==> src/rtl/hps_reset_pkg.sv <==
// Shared definitions for the HPS reset request generators (warm and cold instances).
package hps_reset_pkg;

    typedef enum logic [2:0] {
        StIdle    = 3'd0,
        StHold    = 3'd1,
        StWaitAck = 3'd2,
        StRelease = 3'd3,
        StCool    = 3'd4
    } state_e;

    localparam int unsigned DefMinHold           = 6;
    localparam int unsigned DefAckTimeout        = 1024;
    localparam int unsigned DefCooldown          = 16;
    localparam bit          DefIgnoreReqWhileBusy = 1'b1;
    localparam int unsigned DefCntW              = 11;

endpackage

==> src/rtl/hps_reset_req_cnt.sv <==
// Clearable up-counter with a terminal compare against a runtime limit; saturates at limit-1.
module hps_reset_req_cnt #(
    parameter int unsigned CNT_W = 11
) (
    input  logic             clk,
    input  logic             rst_n,
    input  logic             clr,
    input  logic [CNT_W-1:0] limit,
    output logic             done
);

    logic [CNT_W-1:0] cnt_q;

    assign done = (cnt_q == limit - CNT_W'(1));

    always_ff @(posedge clk) begin
        if (!rst_n || clr) begin
            cnt_q <= '0;
        end else if (!done) begin
            cnt_q <= cnt_q + CNT_W'(1);
        end
    end

endmodule

==> src/rtl/hps_reset_req_gen.sv <==
// Turns a one-cycle reset request pulse into a held, acknowledged level toward the HPS
// reset manager, followed by a cooldown guard interval.
module hps_reset_req_gen
    import hps_reset_pkg::*;
#(
    parameter int unsigned MIN_HOLD              = DefMinHold,
    parameter int unsigned ACK_TIMEOUT           = DefAckTimeout,
    parameter int unsigned COOLDOWN              = DefCooldown,
    parameter bit          IGNORE_REQ_WHILE_BUSY = DefIgnoreReqWhileBusy,
    parameter int unsigned CNT_W                 = DefCntW
) (
    input  logic clk,
    input  logic rst_n,
    input  logic pulse_in,
    input  logic ack_in,
    output logic req_out,
    output logic busy,
    output logic timeout_err
);

    localparam logic [CNT_W-1:0] HoldLim = CNT_W'(MIN_HOLD);
    localparam logic [CNT_W-1:0] AckLim  = CNT_W'(ACK_TIMEOUT);
    localparam logic [CNT_W-1:0] CoolLim = CNT_W'(COOLDOWN);

    state_e           state_q;
    logic             pending_q;
    logic [CNT_W-1:0] limit;
    logic             cnt_clr;
    logic             cnt_done;

    always_comb begin
        limit = CoolLim;
        case (state_q)
            StHold:               limit = HoldLim;
            StWaitAck, StRelease: limit = AckLim;
            default:              limit = CoolLim;
        endcase
    end

    // Counter must clear exactly when the FSM below leaves its current state.
    always_comb begin
        cnt_clr = 1'b1;
        case (state_q)
            StIdle:    cnt_clr = 1'b1;
            StHold:    cnt_clr = cnt_done;
            StWaitAck: cnt_clr = ack_in | cnt_done;
            StRelease: cnt_clr = ~ack_in | cnt_done;
            StCool:    cnt_clr = cnt_done;
            default:   cnt_clr = 1'b1;
        endcase
    end

    hps_reset_req_cnt #(
        .CNT_W (CNT_W)
    ) u_cnt (
        .clk   (clk),
        .rst_n (rst_n),
        .clr   (cnt_clr),
        .limit (limit),
        .done  (cnt_done)
    );

    always_ff @(posedge clk) begin
        if (!rst_n) begin
            state_q     <= StIdle;
            pending_q   <= 1'b0;
            req_out     <= 1'b0;
            busy        <= 1'b0;
            timeout_err <= 1'b0;
        end else begin
            if (!IGNORE_REQ_WHILE_BUSY && pulse_in && state_q != StIdle) begin
                pending_q <= 1'b1;
            end
            unique case (state_q)
                StIdle: begin
                    if (pulse_in) begin
                        state_q     <= StHold;
                        req_out     <= 1'b1;
                        busy        <= 1'b1;
                        timeout_err <= 1'b0;
                    end
                end
                StHold: begin
                    if (cnt_done) begin
                        state_q <= StWaitAck;
                    end
                end
                StWaitAck: begin
                    if (ack_in) begin
                        state_q <= StRelease;
                        req_out <= 1'b0;
                    end else if (cnt_done) begin
                        state_q     <= StCool;
                        req_out     <= 1'b0;
                        timeout_err <= 1'b1;
                    end
                end
                StRelease: begin
                    if (!ack_in) begin
                        state_q <= StCool;
                    end else if (cnt_done) begin
                        state_q     <= StCool;
                        timeout_err <= 1'b1;
                    end
                end
                StCool: begin
                    if (cnt_done) begin
                        // A pulse coinciding with the exit restarts directly so it is not lost;
                        // with a pending request it stays latched for the next round.
                        if (pending_q || pulse_in) begin
                            state_q     <= StHold;
                            req_out     <= 1'b1;
                            timeout_err <= 1'b0;
                            pending_q   <= pending_q && pulse_in && !IGNORE_REQ_WHILE_BUSY;
                        end else begin
                            state_q <= StIdle;
                            busy    <= 1'b0;
                        end
                    end
                end
                default: begin
                    state_q <= StIdle;
                    req_out <= 1'b0;
                    busy    <= 1'b0;
                end
            endcase
        end
    end

endmodule
==> config.mk <==
export PLATFORM = sky130hd
export DESIGN_NAME = hps_reset_req_gen
export DESIGN_NICKNAME = d
export VERILOG_FILES = /design/src/rtl/hps_reset_pkg.sv /design/src/rtl/hps_reset_req_cnt.sv /design/src/rtl/hps_reset_req_gen.sv
export SDC_FILE = /design/constraint.sdc
export NUM_CORES = 1
export LEC_CHECK = 0
export CAP_MARGIN = 20
export CORE_ASPECT_RATIO = 0.7
export CORE_MARGIN = 3
export CORE_UTILIZATION = 55
export DETAILED_ROUTE_END_ITERATION = 10
export PLACE_DENSITY = 0.74
export SETUP_SLACK_MARGIN = 0.15
export SKIP_CTS_REPAIR_TIMING = 1
export SYNTH_ARGS = -nofsm -noshare
export SYNTH_HDL_FRONTEND = slang
export SYNTH_HIERARCHICAL = 1
export SYNTH_SLANG_ARGS = --single-unit
==> constraint.sdc <==
create_clock -name clk -period 4.34 [get_ports clk]
set_input_delay 1.302 -clock clk [delete_from_list [all_inputs] [get_ports clk]]
set_output_delay 1.302 -clock clk [all_outputs]
set_load 0.01 [all_outputs]
# --- Word-level counts from Yosys, hierarchy flattened ---
# Cells that the tools add are included.
word_totals:
  word_cells: 61
  output_inout_bits: 3
  ff_bits: 17
op_classes:
  mux: 24
  bitwise_logic: 5
  addsub: 2
  eq_ne: 13
  n_reduce_logical: 12
op_table:
  columns: ["op", "count"]
  rows:
  - ["11-bit one-hot mux with 2 select lines", 1]
  - ["3-bit 2-to-1 mux", 6]
  - ["3-bit one-hot mux with 5 select lines", 1]
  - ["2-bit inequality test (second input constant)", 7]
  - ["1-bit 2-to-1 mux", 12]
  - ["11-bit by 1-bit adder with 11-bit output (second input constant)", 1]
  - ["11-bit == test", 1]
  - ["11-bit by 1-bit subtractor with 11-bit output (second input constant)", 1]
  - ["1-bit one-hot mux with 4 select lines", 2]
  - ["3-bit by 2-bit == test with 1-bit output (second input constant)", 2]
  - ["1-bit one-hot mux with 3 select lines", 2]
  - ["6-bit AND reduction", 1]
  - ["2-bit OR reduction", 3]
  - ["5-bit AND reduction", 1]
  - ["4-bit AND reduction", 1]
  - ["4-bit nonzero test", 1]
  - ["3-bit by 1-bit == test with 1-bit output (second input constant)", 1]
  - ["3-bit == test (second input constant)", 1]
  - ["3-bit logical NOT", 1]
  - ["3-bit inequality test (second input constant)", 1]
  - ["1-bit inverter", 3]
  - ["3-bit AND reduction", 1]
  - ["3-bit OR reduction", 1]
  - ["1-bit bitwise OR", 2]
  - ["2 further kinds", 2]

# --- Longest topological paths before layout ---
depth:
  ltp_word: 8
  ltp_mapped: 16

# --- Modules after synthesis ---
# Netlist, hierarchy kept.
modules_own_cells:
  columns: ["mod", "area_each_um2", "seq_area_each_um2", "cells_per_inst", "instances"]
  rows:
  - ["hps_reset_req_cnt", 945.9, 220.2, 125, 1]
  - ["hps_reset_req_gen", 405.4, 120.1, 48, 1]

# --- Worst setup path before layout ---
# Ideal clock, no wire load.
synth_timing:
  path_type: "register to register"
  from: "register state_q[0]"
  to: "register u_cnt.cnt_q[0]"
  setup_slack_ns: 1.081
  stages_incl_launch_ff: 17
  setup_ns: 0.128
  arrival_time_ns: 3.131
  path_buffers: 4
  t_required_ns: 4.212
  path_cell_list: "dfxtp_1 > buf_2 > inv_1 > nor3_1 > inv_1 > ha_1 > nand2b_1 > a21boi_0 > o31ai_1 > nor4_1 > and3_1 > buf_6 > buf_12 > a21o_1 > nand2b_1 > clkbuf_1 > nor2_1"
synth_between:
  elab_chain_cells: 8
  word_cells_on_any_way: 13
  cone_classes: "add/sub (1); eq/ne (5); mux (2); bitwise (2); reduce/logical (3)"
synth_lines:
  columns: ["item", "line", "rtl"]
  rows:
  - ["start, declared", "hps_reset_req_gen.sv:25", "state_e state_q;"]
  - ["start signal, assigned", "hps_reset_req_gen.sv:65", "state_q <= StIdle;"]
  - ["start signal, assigned", "hps_reset_req_gen.sv:77", "state_q <= StHold;"]
  - ["start signal, assigned", "hps_reset_req_gen.sv:85", "state_q <= StWaitAck;"]
  - ["3-bit by 2-bit == test with 1-bit output", "hps_reset_req_gen.sv:33", "case (state_q)"]
  - ["2-bit OR reduction", "hps_reset_req_gen.sv:33", null]
  - ["11-bit one-hot mux with 2 select lines (*)", "hps_reset_req_gen.sv:33", null]
  - ["net limit[1]", "hps_reset_req_gen.sv:27", "logic [CNT_W-1:0] limit;"]
  - ["11-bit by 1-bit subtractor with 11-bit output (*)", "hps_reset_req_cnt.sv:14", "assign done = (cnt_q == limit - CNT_W'(1));"]
  - ["11-bit == test (*)", "hps_reset_req_cnt.sv:14", null]
  - ["net cnt_done", "hps_reset_req_gen.sv:29", "logic cnt_done;"]
  - ["1-bit bitwise OR, on equally long branches", "hps_reset_req_gen.sv:47, hps_reset_req_gen.sv:46", null]
  - ["1-bit one-hot mux with 3 select lines (*)", "hps_reset_req_gen.sv:43", "case (state_q)"]
  - ["net cnt_clr", "hps_reset_req_gen.sv:28", "logic cnt_clr;"]
  - ["1-bit logical OR (*)", "hps_reset_req_cnt.sv:17", "if (!rst_n || clr) begin"]
  - ["end signal, assigned", "hps_reset_req_cnt.sv:20", "cnt_q <= cnt_q + CNT_W'(1);"]
  - ["end, declared", "hps_reset_req_cnt.sv:12", "logic [CNT_W-1:0] cnt_q;"]
# Mark *: on every way through the listed nets, which the timed path passes. The rest lies on a longest branch.
# A chain may end at the register's enable or synchronous reset.

# --- Final worst setup path ---
layout_timing:
  from: "register state_q[1]"
  to: "register u_cnt.cnt_q[0]"
# The elaborated chain is that of the path after synthesis.

==> run_results.csv <==
group,metric,value,unit
outcome,status,"complete, no violations",
placement,port_buffers,6,
cells_and_area,ff_latch_area,340,µm²
setup_path,crit_top_cell,"nor2_1",
grt,grt_pass1_vias,1054,
clock_network,clkSinkCount,17,
timing,period_minus_slack,3.66,ns
power,vdd_drop_max,163,µV
timing,fin_skew,0.00461,ns
route,avgRoutedWirePerCell,12.6,µm
cells_and_area,layout_commonest_cell,"conb_1",
cells_and_area,final_cell_mix,"26 x conb_1, 17 x dfxtp_1, 12 x or3_1",
route,finalWirelength,2.92,mm
route,drc_errors,0,
route,vias_per_cell,5.50,
clock_network,insertion_delay,0.30,ns
route,first_pass_iters,4,
grt,antenna_found_initial,0,
floorplanning,core,0.00224,mm²
logic_synthesis,synth_fa_ha_area_share,1.85,%
logic_synthesis,ys_ff_latch,17,
setup_path,crit_slowest_cell,"or4_4",
logic_synthesis,synth_area,0.00135,mm²
clock_network,htree_levels,1,
cells_and_area,area.growth.synth_to_final,11.3,%
logic_synthesis,syn_inst,173,
cells_and_area,nNetsFinal,207,
cells_and_area,multi_input_area,995,µm²
timing,fmax,273,MHz
setup_path,required,4.52,ns
logic_synthesis,ys.flop_type,"dfxtp_1",
grt,overflow,0,
logic_synthesis,synthXorXnorAreaFrac,9.72,%
placement,place_congestion,0.855,
placement,dp_slack,0.749,ns
grt,grt_pass1_wl,5.13,mm
setup_path,path_cells,"nor2_1 -> or2_2 -> or4_4 -> o31a_1 -> o21a_1 -> o311ai_1 -> and3_1 -> buf_4 -> a21o_1 -> nand2b_1 -> nor2_1",
floorplanning,die_h,47.5,µm
floorplanning,dieArea,0.00310,mm²
grt,grt_max_degree,23,
setup_path,cp_num_buf_inv,1,
clock_network,path_clk_slew,0.11,ns
logic_synthesis,synth_compound_area_share,20.8,%
power,p_per_area,206,mW/mm²
worst_hold_path,hold_path_class,"reg2reg",
setup_path,crit_arrival,3.84,ns
setup_path,worst_setup_path_end_kind,"flip-flop",
logic_synthesis,yosys_warnings,6,
timing,drv_slew,0,
logic_synthesis,yosys.cell_types.count,51,
route,antenna_left,0,
clock_network,cts_made_buffers,3,
timing,setup_slack,0.683,ns
setup_path,startpoint_type,"flip-flop",
power,power,0.000309,W
timing,relSlewSlack,64.3,%
timing,tightestPinTransition,0.531,ns
floorplanning,rows,14,
logic_synthesis,synthArstFlopShare,0,%
clock_network,ctsRootBufferMaster,"clkbuf_4",
timing,rsz0062_at_grt,"no",
timing,hold_viol,0,
clock_network,cts_tree,"done",
logic_synthesis,synth_simple_gate_area_share,32.4,%
logic_synthesis,seq_area_frac_synth,25.2,%
floorplanning,ios,7,
floorplanning,start_util,60.3,%
timing,setup_viol,0,
setup_path,path_class,"reg2reg",
clock_network,clockBufferDepth,2,
placement,dp_hpwl,2.28,mm
power,p_leak,0.537,nW
flow_run,drv_cap,0,
setup_path,crit_family,"simple AND/OR/NAND/NOR gates",
logic_synthesis,synth_top_family_by_area,"simple AND/OR/NAND/NOR gates",
timing,final.setup.tns,0,ns
logic_synthesis,synth_edf_count,0,
cells_and_area,antenna_cells,0,
cells_and_area,num-fill-cells,213,
route,drt_iter0_drc,174,
floorplanning,die_x,65.2,µm
setup_path,slowest_delay,0.54,ns
logic_synthesis,syn_avg_cell_area,7.81,µm²
timing,min_period_over_period,84.3,%
cells_and_area,layout-drive-gt1-share,6.50,%
logic_synthesis,muxShareOfSynthArea,1.57,%
grt,track_usage,22.2,%
setup_path,worst-path-max-fanout,22,
route,vias,1275,
## logic make-up after synthesis
logic type,count (synthesis)
fa+ha+maj,2
compound gates,44
flops,17
other cells,1
xor+xnor,15
buf+inv,17
mux,2
simple gates,75
## worst min-delay path, delay by kind of cell, from the launching register on
kind,cells,cell delay [ns]
AOI/OAI and AO/OA,2,0.14
DFF,1,0.35
## sequential cells by signal, summed over array words and instances (netlist names)
| register | cells |
|---|---|
| timeout_err | 1 |
| busy | 1 |
| u_cnt/cnt_q | 11 |
| state_q | 3 |
| req_out | 1 |
## cells in the mapped netlist, types with 2 or more instances
| master | number | area (µm²) |
|---|---|---|
| nor3_1 | 6 | 30.0 |
| nand2_1 | 10 | 37.5 |
| o21a_1 | 2 | 15.0 |
| clkbuf_1 | 2 | 7.51 |
| a21boi_0 | 3 | 22.5 |
| a21oi_1 | 11 | 55.1 |
| dfxtp_1 | 17 | 340 |
| o211ai_1 | 4 | 30.0 |
| or2_2 | 2 | 12.5 |
| buf_2 | 2 | 10.0 |
| or3_1 | 12 | 75.1 |
| nand3_1 | 6 | 30.0 |
| inv_1 | 7 | 26.3 |
| a31oi_1 | 4 | 25.0 |
| nor2_1 | 10 | 37.5 |
| ha_1 | 2 | 25.0 |
| a22oi_1 | 3 | 22.5 |
| xnor2_1 | 8 | 70.1 |
| buf_6 | 3 | 33.8 |
| o31a_1 | 2 | 17.5 |
| nand2b_1 | 6 | 37.5 |
| xor2_1 | 7 | 61.3 |
| and3b_1 | 2 | 17.5 |
| nor2b_1 | 2 | 12.5 |
| or4_1 | 2 | 15.0 |
| and3_1 | 2 | 12.5 |
| nor3b_1 | 3 | 22.5 |
| nor4_1 | 3 | 18.8 |
| o21ai_1 | 8 | 40.0 |
## routing by layer
layer	global-route usage, %	up-vias	routed length [µm]
li1	-	656	-
met1	34.8	577	1540
met2	30.0	38	1170
met3	4.23	4	190
met4	7.44	0	20
met5	0	-	0
## power breakdown
part | internal (W) | total, W | switching [W] | leakage, nW
sequential | 0.000159 | 0.000163 | 0.00000368 | 0.138
combinational | 0.0000257 | 0.0000557 | 0.0000301 | 0.381
clock | 0.0000344 | 0.0000908 | 0.0000564 | 0.0177
## layout make-up
class	instances	area share, %
clock buffers	3	1.50
well taps	32	2.66
clock inverters	1	0.333
flip-flops and latches	17	22.6
repair buffers	8	4.99
inverters	7	1.75
multi-input cells	164	66.1
## worst paths after layout
path,endpoint,slack [ns],start,cells after the start
worst min register to register,u_cnt/cnt_q[10],0.52,u_cnt/cnt_q[10],2
worst max register to register,u_cnt/cnt_q[0],0.68,state_q[1],11
worst max-delay path,u_cnt/cnt_q[0],0.68,state_q[1],11
worst min-delay path,u_cnt/cnt_q[10],0.52,u_cnt/cnt_q[10],2
## metrics by stage
step | area (µm²) | util (%) | hold WS [ns] | instances
floorplan | 1450 | - | 0.472 | 198
global placement | 1480 | 65.8 | 0.498 | 228
detailed placement | 1480 | 65.8 | 0.496 | 228
CTS | 1500 | 67.1 | 0.513 | 232
global route | 1500 | 67.1 | 0.557 | 232
finish | 1500 | 67.1 | 0.519 | 232
(Power assumes the default switching activity.)
